--- config.mk ---
export PLATFORM = sky130hd
export DESIGN_NAME = io_resp32
export DESIGN_NICKNAME = d
export VERILOG_FILES = /design/src/rtl/io_resp32.sv
export SDC_FILE = /design/constraint.sdc
export NUM_CORES = 1
export LEC_CHECK = 0
export ABC_CLOCK_PERIOD_IN_PS = 4100
export BUFFER_PORTS_ARGS = -buffer_cell sky130_fd_sc_hd__buf_4
export CAP_MARGIN = 0
export CORE_MARGIN = 4
export CORE_UTILIZATION = 47
export DETAILED_ROUTE_END_ITERATION = 16
export GPL_TIMING_DRIVEN = 0
export PLACE_DENSITY = 0.74
export SETUP_SLACK_MARGIN = 0.05
export SYNTH_ARGS = -nofsm -noshare
export SYNTH_HDL_FRONTEND = slang
export SYNTH_SLANG_ARGS = --single-unit
--- constraint.sdc ---
create_clock -name clk_i -period 4.1 [get_ports clk_i]
set_input_delay 0.82 -clock clk_i [delete_from_list [all_inputs] [get_ports clk_i]]
set_output_delay 0.82 -clock clk_i [all_outputs]
set_load 0.1 [all_outputs]
--- src/rtl/io_resp32.sv ---
// Bus-slave register block: 14 scratch regs, access counter, IRQ CSR.
// Fixed-latency acknowledge with abortable wait states.
module io_resp32 #(
  parameter logic [31:0] BASE_ADR    = 32'hFEE00000,
  parameter int unsigned WAIT_STATES = 2
) (
  input  logic        clk_i,
  input  logic        rst_ni,
  input  logic        cyc_i,
  input  logic        stb_i,
  input  logic        we_i,
  input  logic [3:0]  sel_i,
  input  logic [31:0] adr_i,
  input  logic [31:0] dat_i,
  output logic        ack_o,
  output logic [31:0] dat_o,
  output logic        irq_o
);

  typedef enum logic [1:0] {
    IDLE,
    WAIT,
    ACK
  } state_e;

  localparam logic [3:0] WS_INIT =
    (WAIT_STATES == 0) ? 4'd0 : 4'(WAIT_STATES - 1);

  state_e      state_q, state_d;
  logic [3:0]  wcnt_q, wcnt_d;
  logic        ack_q, ack_d;
  logic [31:0] dat_q, dat_d;
  logic        irq_q, irq_d;
  logic [31:0] regs_q [14];
  logic [31:0] regs_d [14];
  logic [31:0] cnt_q, cnt_d;
  logic        ie_q, ie_d;
  logic        ip_q, ip_d;

  logic        cs;
  logic        bus_on;
  logic        commit;
  logic [3:0]  idx;
  logic [31:0] wmask;
  logic [31:0] rd_data;

  assign bus_on = cyc_i & stb_i;
  assign cs     = bus_on & (adr_i[31:6] == BASE_ADR[31:6]);
  assign idx    = adr_i[5:2];
  assign wmask  = {{8{sel_i[3]}}, {8{sel_i[2]}},
                   {8{sel_i[1]}}, {8{sel_i[0]}}};

  assign ack_o = ack_q;
  assign dat_o = dat_q;
  assign irq_o = irq_q;

  // Handshake FSM: commit pulses on the edge that enters ACK.
  always_comb begin
    state_d = state_q;
    wcnt_d  = wcnt_q;
    commit  = 1'b0;
    unique case (state_q)
      IDLE: begin
        if (cs) begin
          if (WAIT_STATES == 0) begin
            state_d = ACK;
            commit  = 1'b1;
          end else begin
            state_d = WAIT;
            wcnt_d  = WS_INIT;
          end
        end
      end
      WAIT: begin
        if (!bus_on) begin
          state_d = IDLE;
          wcnt_d  = 4'd0;
        end else if (wcnt_q == 4'd0) begin
          state_d = ACK;
          commit  = 1'b1;
        end else begin
          wcnt_d = wcnt_q - 4'd1;
        end
      end
      ACK: begin
        if (!bus_on) state_d = IDLE;
      end
      default: begin
        state_d = IDLE;
        wcnt_d  = 4'd0;
      end
    endcase
  end

  // Read mux; CNT reads see the pre-increment value.
  always_comb begin
    rd_data = '0;
    for (int i = 0; i < 14; i++) begin
      if (idx == 4'(i)) rd_data = regs_q[i];
    end
    if (idx == 4'd14) rd_data = cnt_q;
    if (idx == 4'd15) rd_data = {30'd0, ip_q, ie_q};
  end

  // Register file, counter, CSR and output next-values.
  always_comb begin
    regs_d = regs_q;
    cnt_d  = cnt_q;
    ie_d   = ie_q;
    ip_d   = ip_q;
    ack_d  = 1'b0;
    dat_d  = '0;
    if (state_d == ACK) begin
      ack_d = 1'b1;
      if (commit) dat_d = we_i ? 32'd0 : rd_data;
      else        dat_d = dat_q;
    end
    if (commit) begin
      cnt_d = cnt_q + 32'd1;
      if (we_i) begin
        for (int i = 0; i < 14; i++) begin
          if (idx == 4'(i))
            regs_d[i] = (regs_q[i] & ~wmask) | (dat_i & wmask);
        end
        if (idx == 4'd15 && sel_i[0]) begin
          ie_d = dat_i[0];
          if (dat_i[1]) ip_d = 1'b0;
        end
        // set after clear so a simultaneous set wins
        if (idx == 4'd0) ip_d = 1'b1;
      end
    end
    irq_d = ie_d & ip_d;
  end

  // All state, synchronous active-low reset.
  always_ff @(posedge clk_i) begin
    if (!rst_ni) begin
      state_q <= IDLE;
      wcnt_q  <= 4'd0;
      ack_q   <= 1'b0;
      dat_q   <= '0;
      irq_q   <= 1'b0;
      cnt_q   <= '0;
      ie_q    <= 1'b0;
      ip_q    <= 1'b0;
      for (int i = 0; i < 14; i++) regs_q[i] <= '0;
    end else begin
      state_q <= state_d;
      wcnt_q  <= wcnt_d;
      ack_q   <= ack_d;
      dat_q   <= dat_d;
      irq_q   <= irq_d;
      cnt_q   <= cnt_d;
      ie_q    <= ie_d;
      ip_q    <= ip_d;
      regs_q  <= regs_d;
    end
  end

endmodule

After elaboration in Yosys (flattened, before gate mapping)
Index checks and enable logic that the tools add are counted.
{"block": "totals", "output_inout_bits": 34, "mem_bits_rw": 0, "latchBits": 0, "regBits": 522, "n_memories": 0, "word_cells": 137, "rom_bits": 0}
{"block": "op_classes", "div_mod_pow": 0, "reduce_logical": 20, "n_eq_ne": 21, "n_addsub": 2, "mux": 38, "shifts": 0, "magnitude_cmp": 0, "n_bitwise": 34, "mul": 0}
{"op": "$mux W32", "n": 17}
{"op": "$and A32 B32 Y32", "n": 15}
{"op": "$or A32 B32 Y32", "n": 14}
{"op": "$reduce_and A3 Y1", "n": 15}
{"op": "$add A32 B1 Y32 const B", "n": 1}
{"op": "$eq A4 B4 Y1 const B", "n": 8}
{"op": "$not A32 Y32", "n": 1}
{"op": "$eq A26 B26 Y1 const B", "n": 1}
{"op": "$eq A4 B3 Y1 const B", "n": 4}
{"op": "$mux W1", "n": 12}
{"op": "$mux W4", "n": 3}
{"op": "$pmux W4 S3", "n": 1}
{"op": "$eq A4 B2 Y1 const B", "n": 2}
{"op": "$logic_not A4 Y1", "n": 2}
{"op": "$mux W2", "n": 4}
{"op": "$pmux W2 S3", "n": 1}
{"op": "$eq A2 B2 Y1 const B", "n": 2}
{"op": "$eq A4 B1 Y1 const B", "n": 1}
{"op": "$sub A4 B1 Y4 const B", "n": 1}
{"op": "$and A1 B1 Y1", "n": 3}
{"op": "$ne A3 B3 Y1 const B", "n": 1}
{"op": "$eq A2 B1 Y1 const B", "n": 1}
{"op": "$logic_not A2 Y1", "n": 1}
{"op": "$ne A2 B2 Y1 const B", "n": 1}
{"op": "3 further kinds", "n": 3}

Depth between registers and ports, before layout
{"block": "logic_depth", "word_depth": 18, "depth_mapped": 11, "mapped_depth_nobuf": 8}

Worst setup path after synthesis
Ideal clock, no wire load.
{"block": "synth_path", "path_type": "input-to-reg", "startpoint": "in adr_i[2]", "endpoint": "reg dat_q[24], in the netlist dat_o[24]", "path_slack_ps": 1628, "arrival_ps": 2341, "path_stages": 7, "t_required_ps": 3969, "path_cell_list": "buf_2 > buf_4 > buf_2 > mux2_2 > a221o_1 > nor4_1 > o22ai_1"}
{"block": "synth_between", "elab_chain_cells": 18, "elab_cells_between_ends": 33, "classes_between": "eq/ne: 15; mux: 17; reduce/logical: 1"}
{"element": "start: declaration", "line": "13", "text": "input logic [31:0] adr_i,"}
{"element": "$logic_not A4 Y1", "line": "99", "text": "if (idx == 4'(i)) rd_data = regs_q[i];"}
{"element": "$mux W32 (14 in series)", "line": "99"}
{"element": "$mux W32", "line": "101", "text": "if (idx == 4'd14) rd_data = cnt_q;"}
{"element": "$mux W32 (*)", "line": "102", "text": "if (idx == 4'd15) rd_data = {30'd0, ip_q, ie_q};"}
{"element": "$mux W32 (*)", "line": "115", "text": "if (commit) dat_d = we_i ? 32'd0 : rd_data;"}
{"element": "end signal: assignment", "line": "152", "text": "dat_q <= dat_d;"}
{"element": "end: declaration", "line": "32", "text": "logic [31:0] dat_q, dat_d;"}
Mark *: on every way between the ends. The rest lies on a longest branch, timed or not.
A chain may end at the register's enable or synchronous reset.

Worst setup path in the final report
{"block": "layout_path", "startpoint": "in adr_i[5]", "endpoint": "reg dat_q[24], in the netlist dat_o[24]"}
Same word-level chain as after synthesis.

==> Implementation_results.wiki <==
{| class="wikitable"
! Metric !! Value
|-
| GR Util All Layers || 39.4%
|-
| Width of the die || 239 um
|-
| Post-CTS setup repair buffer count || 0
|-
| Via count || 25.5k
|-
| Area of the core || 0.0527 mm^2
|-
| Worst slack at placement || -0.0840 ns
|-
| Detailed-route DRC error count || 0
|-
| Weighted congestion at the end of routability-driven global placement || 1.12
|-
| Post-CTS Hold Buffers || 0
|-
| Sequential element share of the synthesized area || 41.7%
|-
| Pwr Total || 11300 uW
|-
| PnR worst setup slack || -0.00234 ns
|-
| Hold WS || 0.439 ns
|-
| CP arrival || 4.55 ns
|-
| I/O pins || 107
|-
| First DRT Iteration DRCs || 4238
|-
| Required time of the critical path || 4.55 ns
|-
| Period utilization || 100%
|-
| Final hold violations || 0
|-
| Total overflow reported by the global router || 0
|-
| Drt via density || 6.56
|-
| Worst min-delay path class || reg -> reg
|-
| Clk_lat worst skew || 0.63 ns
|-
| Slew at the pin closest to its max-slew limit || 1.48 ns
|-
| Distinct cells, synth || 73
|-
| Violated checks || max-capacitance violations, negative setup slack
|-
| Top post-synthesis cells by count || 522 x sky130_fd_sc_hd__dfxtp_1, 480 x sky130_fd_sc_hd__nand2_1, 354 x sky130_fd_sc_hd__a21boi_0
|-
| Cells after Synth || 3001
|-
| Pin count of the biggest net entering global routing || 15
|-
| Synth Warn # || 0
|-
| Syn_nets || 3077
|-
| Total wirelength of the detailed-routed design || 118000 um
|-
| Wire length of the first global-routing pass || 165000 um
|-
| Nets || 3236
|-
| Async set or reset register ratio after synthesis || 0%
|-
| Final setup fails || 1
|-
| Leak pwr || 0.00938 uW
|-
| Fmax || 0.244 GHz
|-
| Number of instances resized during post-cts repair || 0
|-
| Final-report max-slew violation count || 0
|-
| Number of global-route vias before repair || 23.3k
|-
| Mean cell area of the mapped netlist || 8.34 um^2
|-
| Number of sinks driven by the clock tree || 522
|-
| Filler cells || 4987
|-
| Total area of multi-input combinational cells || 0.0134 mm^2
|-
| Effective utilization at floorplan || 47.5%
|-
| Largest vdd supply drop || 356 uV
|-
| Number of buffer cells added on primary ports || 100
|-
| Mapped cell area || 0.0250 mm^2
|-
| Cell Pwr Density || 398 mW/mm^2
|-
| CTS Buf Count || 55
|-
| Critical path endpoint category || flip-flop
|-
| Critical setup path kind || in -> reg
|-
| Master cell of the clock root buffer || sky130_fd_sc_hd__clkbuf_16
|-
| Slew Limit Headroom || 0.525%
|-
| Register-to-register setup slack || 0.50 ns
|-
| Clk pin slew, worst setup/hold paths || 0.06 ns
|-
| Count of nets left with antenna violations after detail routing || 0
|-
| Number of enable-type register cells in the synthesized netlist || 0
|-
| Unrepaired setup endpoints after global routing || no
|-
| Total Die Area || 0.0570 mm^2
|-
| TritonCTS clock tree || yes
|-
| Average wire length per cell after detail routing || 30.4 um
|-
| Site row count || 84
|-
| Minimum clock period || 4.10 ns
|-
| Antenna violations before repair || 2
|-
| Height of the die || 239 um
|-
| H-tree depth reported by CTS || 2
|-
| Most used flip-flop cell after synthesis || sky130_fd_sc_hd__dfxtp_1
|-
| Clock Path Buffers || 3
|-
| Post-synthesis sequential element count || 522
|-
| Drt pass-1 iters || 10
|-
| # Max-Cap Violations || 1
|-
| Layout cell share with drive strength beyond 1 || 10.0%
|-
| Area delta synth->final || 14.0%
|-
| Result of the run || complete, but fails checks
|-
| Post-synth top area share || 41.7%
|-
| Total area of sequential cells || 0.0105 mm^2
|-
| Largest fanout on the critical path || 10
|-
| Post-Route Skew || 0.0220 ns
|-
| Biggest area contributors in the synthesized netlist || sky130_fd_sc_hd__dfxtp_1 42%, sky130_fd_sc_hd__a21boi_0 11%, sky130_fd_sc_hd__nand2_1 7.2%
|-
| Most used standard cell by instance count after synthesis || sky130_fd_sc_hd__dfxtp_1
|-
| Post-synthesis cell type with the largest combined area || sky130_fd_sc_hd__dfxtp_1
|-
| Critical Path Start Type || input port
|-
| Detail Placement HPWL || 88100 um
|}
==> final timing paths <==
| path | from | endpoint | depth (start not counted) |
|---|---|---|---|
| worst max-delay path | adr_i[5] | dat_o[24]$_SDFFE_PN0P_ | 8 |
| worst min-delay path | dat_o[31]$_SDFFE_PN0P_ | dat_o[31]$_SDFFE_PN0P_ | 2 |
| worst max register to register | wcnt_q[0]$_SDFFE_PN0P_ | dat_o[27]$_SDFFE_PN0P_ | 10 |
| worst min register to register | dat_o[31]$_SDFFE_PN0P_ | dat_o[31]$_SDFFE_PN0P_ | 2 |
==> metrics by stage <==
stage,setup TNS [ns],area [um^2],util (%),instances
global placement,-0.284,26600,50.6,3789
finish,-0.00234,28500,54.2,3892
global route,0,28500,54.2,3889
detailed placement,-0.0840,26700,50.6,3790
CTS,0,28500,54.2,3888
floorplan,0,25000,-,3001
==> cells in the final DEF (no fill, tap or decap), types with 23 or more instances in the layout <==
master,instances
sky130_fd_sc_hd__a21oi_1,106
sky130_fd_sc_hd__buf_2,55
sky130_fd_sc_hd__buf_4,105
sky130_fd_sc_hd__nor3_1,25
sky130_fd_sc_hd__nor2b_1,110
sky130_fd_sc_hd__a22oi_1,27
sky130_fd_sc_hd__and2_1,23
sky130_fd_sc_hd__o21ai_0,210
sky130_fd_sc_hd__clkbuf_16,57
sky130_fd_sc_hd__dfxtp_1,522
sky130_fd_sc_hd__mux2i_1,155
sky130_fd_sc_hd__nor2_1,102
sky130_fd_sc_hd__nand3_1,272
sky130_fd_sc_hd__nand2_1,480
sky130_fd_sc_hd__a21boi_0,354
sky130_fd_sc_hd__clkbuf_1,197
sky130_fd_sc_hd__o221ai_1,25
==> logic make-up (layout without fill, tap and decap cells) <==
logic type	Yosys count	in the layout	synth area share [%]
muxes	182	182	7.86
AOI/OAI and AO/OA	877	877	23.6
other	0	3	0
buffers and inverters	280	480	4.61
DFF	522	522	41.7
and+or+nand+nor	1115	1115	21.3
adders and majority gates	3	3	0.150
xor gates and xnor gates	22	22	0.770
==> power by group <==
group / total [uW] / internal [uW] / switching [uW]
registers: 5070 / 5070 / 0.000000263
logic: 956 / 229 / 727
clock network: 5320 / 3100 / 2220
==> metal layers <==
metal | routed length, um | part of all wire (%) | track usage [%] | vias up
met3 | 18200 | 15 | 15.1 | 466
li1 | - | - | - | 11000
met5 | 0 | 0 | 0 | -
met4 | 8250 | 7.0 | 22.5 | 0
met2 | 47600 | 40 | 56.5 | 2028
met1 | 44300 | 37 | 50.8 | 12100
==> critical path: stages <==
cell	delay, ns
sky130_fd_sc_hd__buf_4	0.14
sky130_fd_sc_hd__buf_2	0.24
sky130_fd_sc_hd__buf_2	0.36
sky130_fd_sc_hd__clkbuf_1	0.86
sky130_fd_sc_hd__clkbuf_1	0.88
sky130_fd_sc_hd__nor3_1	0.11
sky130_fd_sc_hd__nor4_1	0.92
sky130_fd_sc_hd__o22ai_1	0.19
==> final cells by class <==
class                      instances  share of cell area [%]
buffer                           262                    3.81
inverter                          18                   0.237
tap                              688                    3.02
antenna                            3                  0.0263
clock inverter                    20                    1.00
clock buffer                      78                    5.52
multi-input combinational       2199                    47.1
sequential                       522                    36.6
timing repair buffer             102                    2.68
Note: power is estimated with default switching activity, not from simulation.
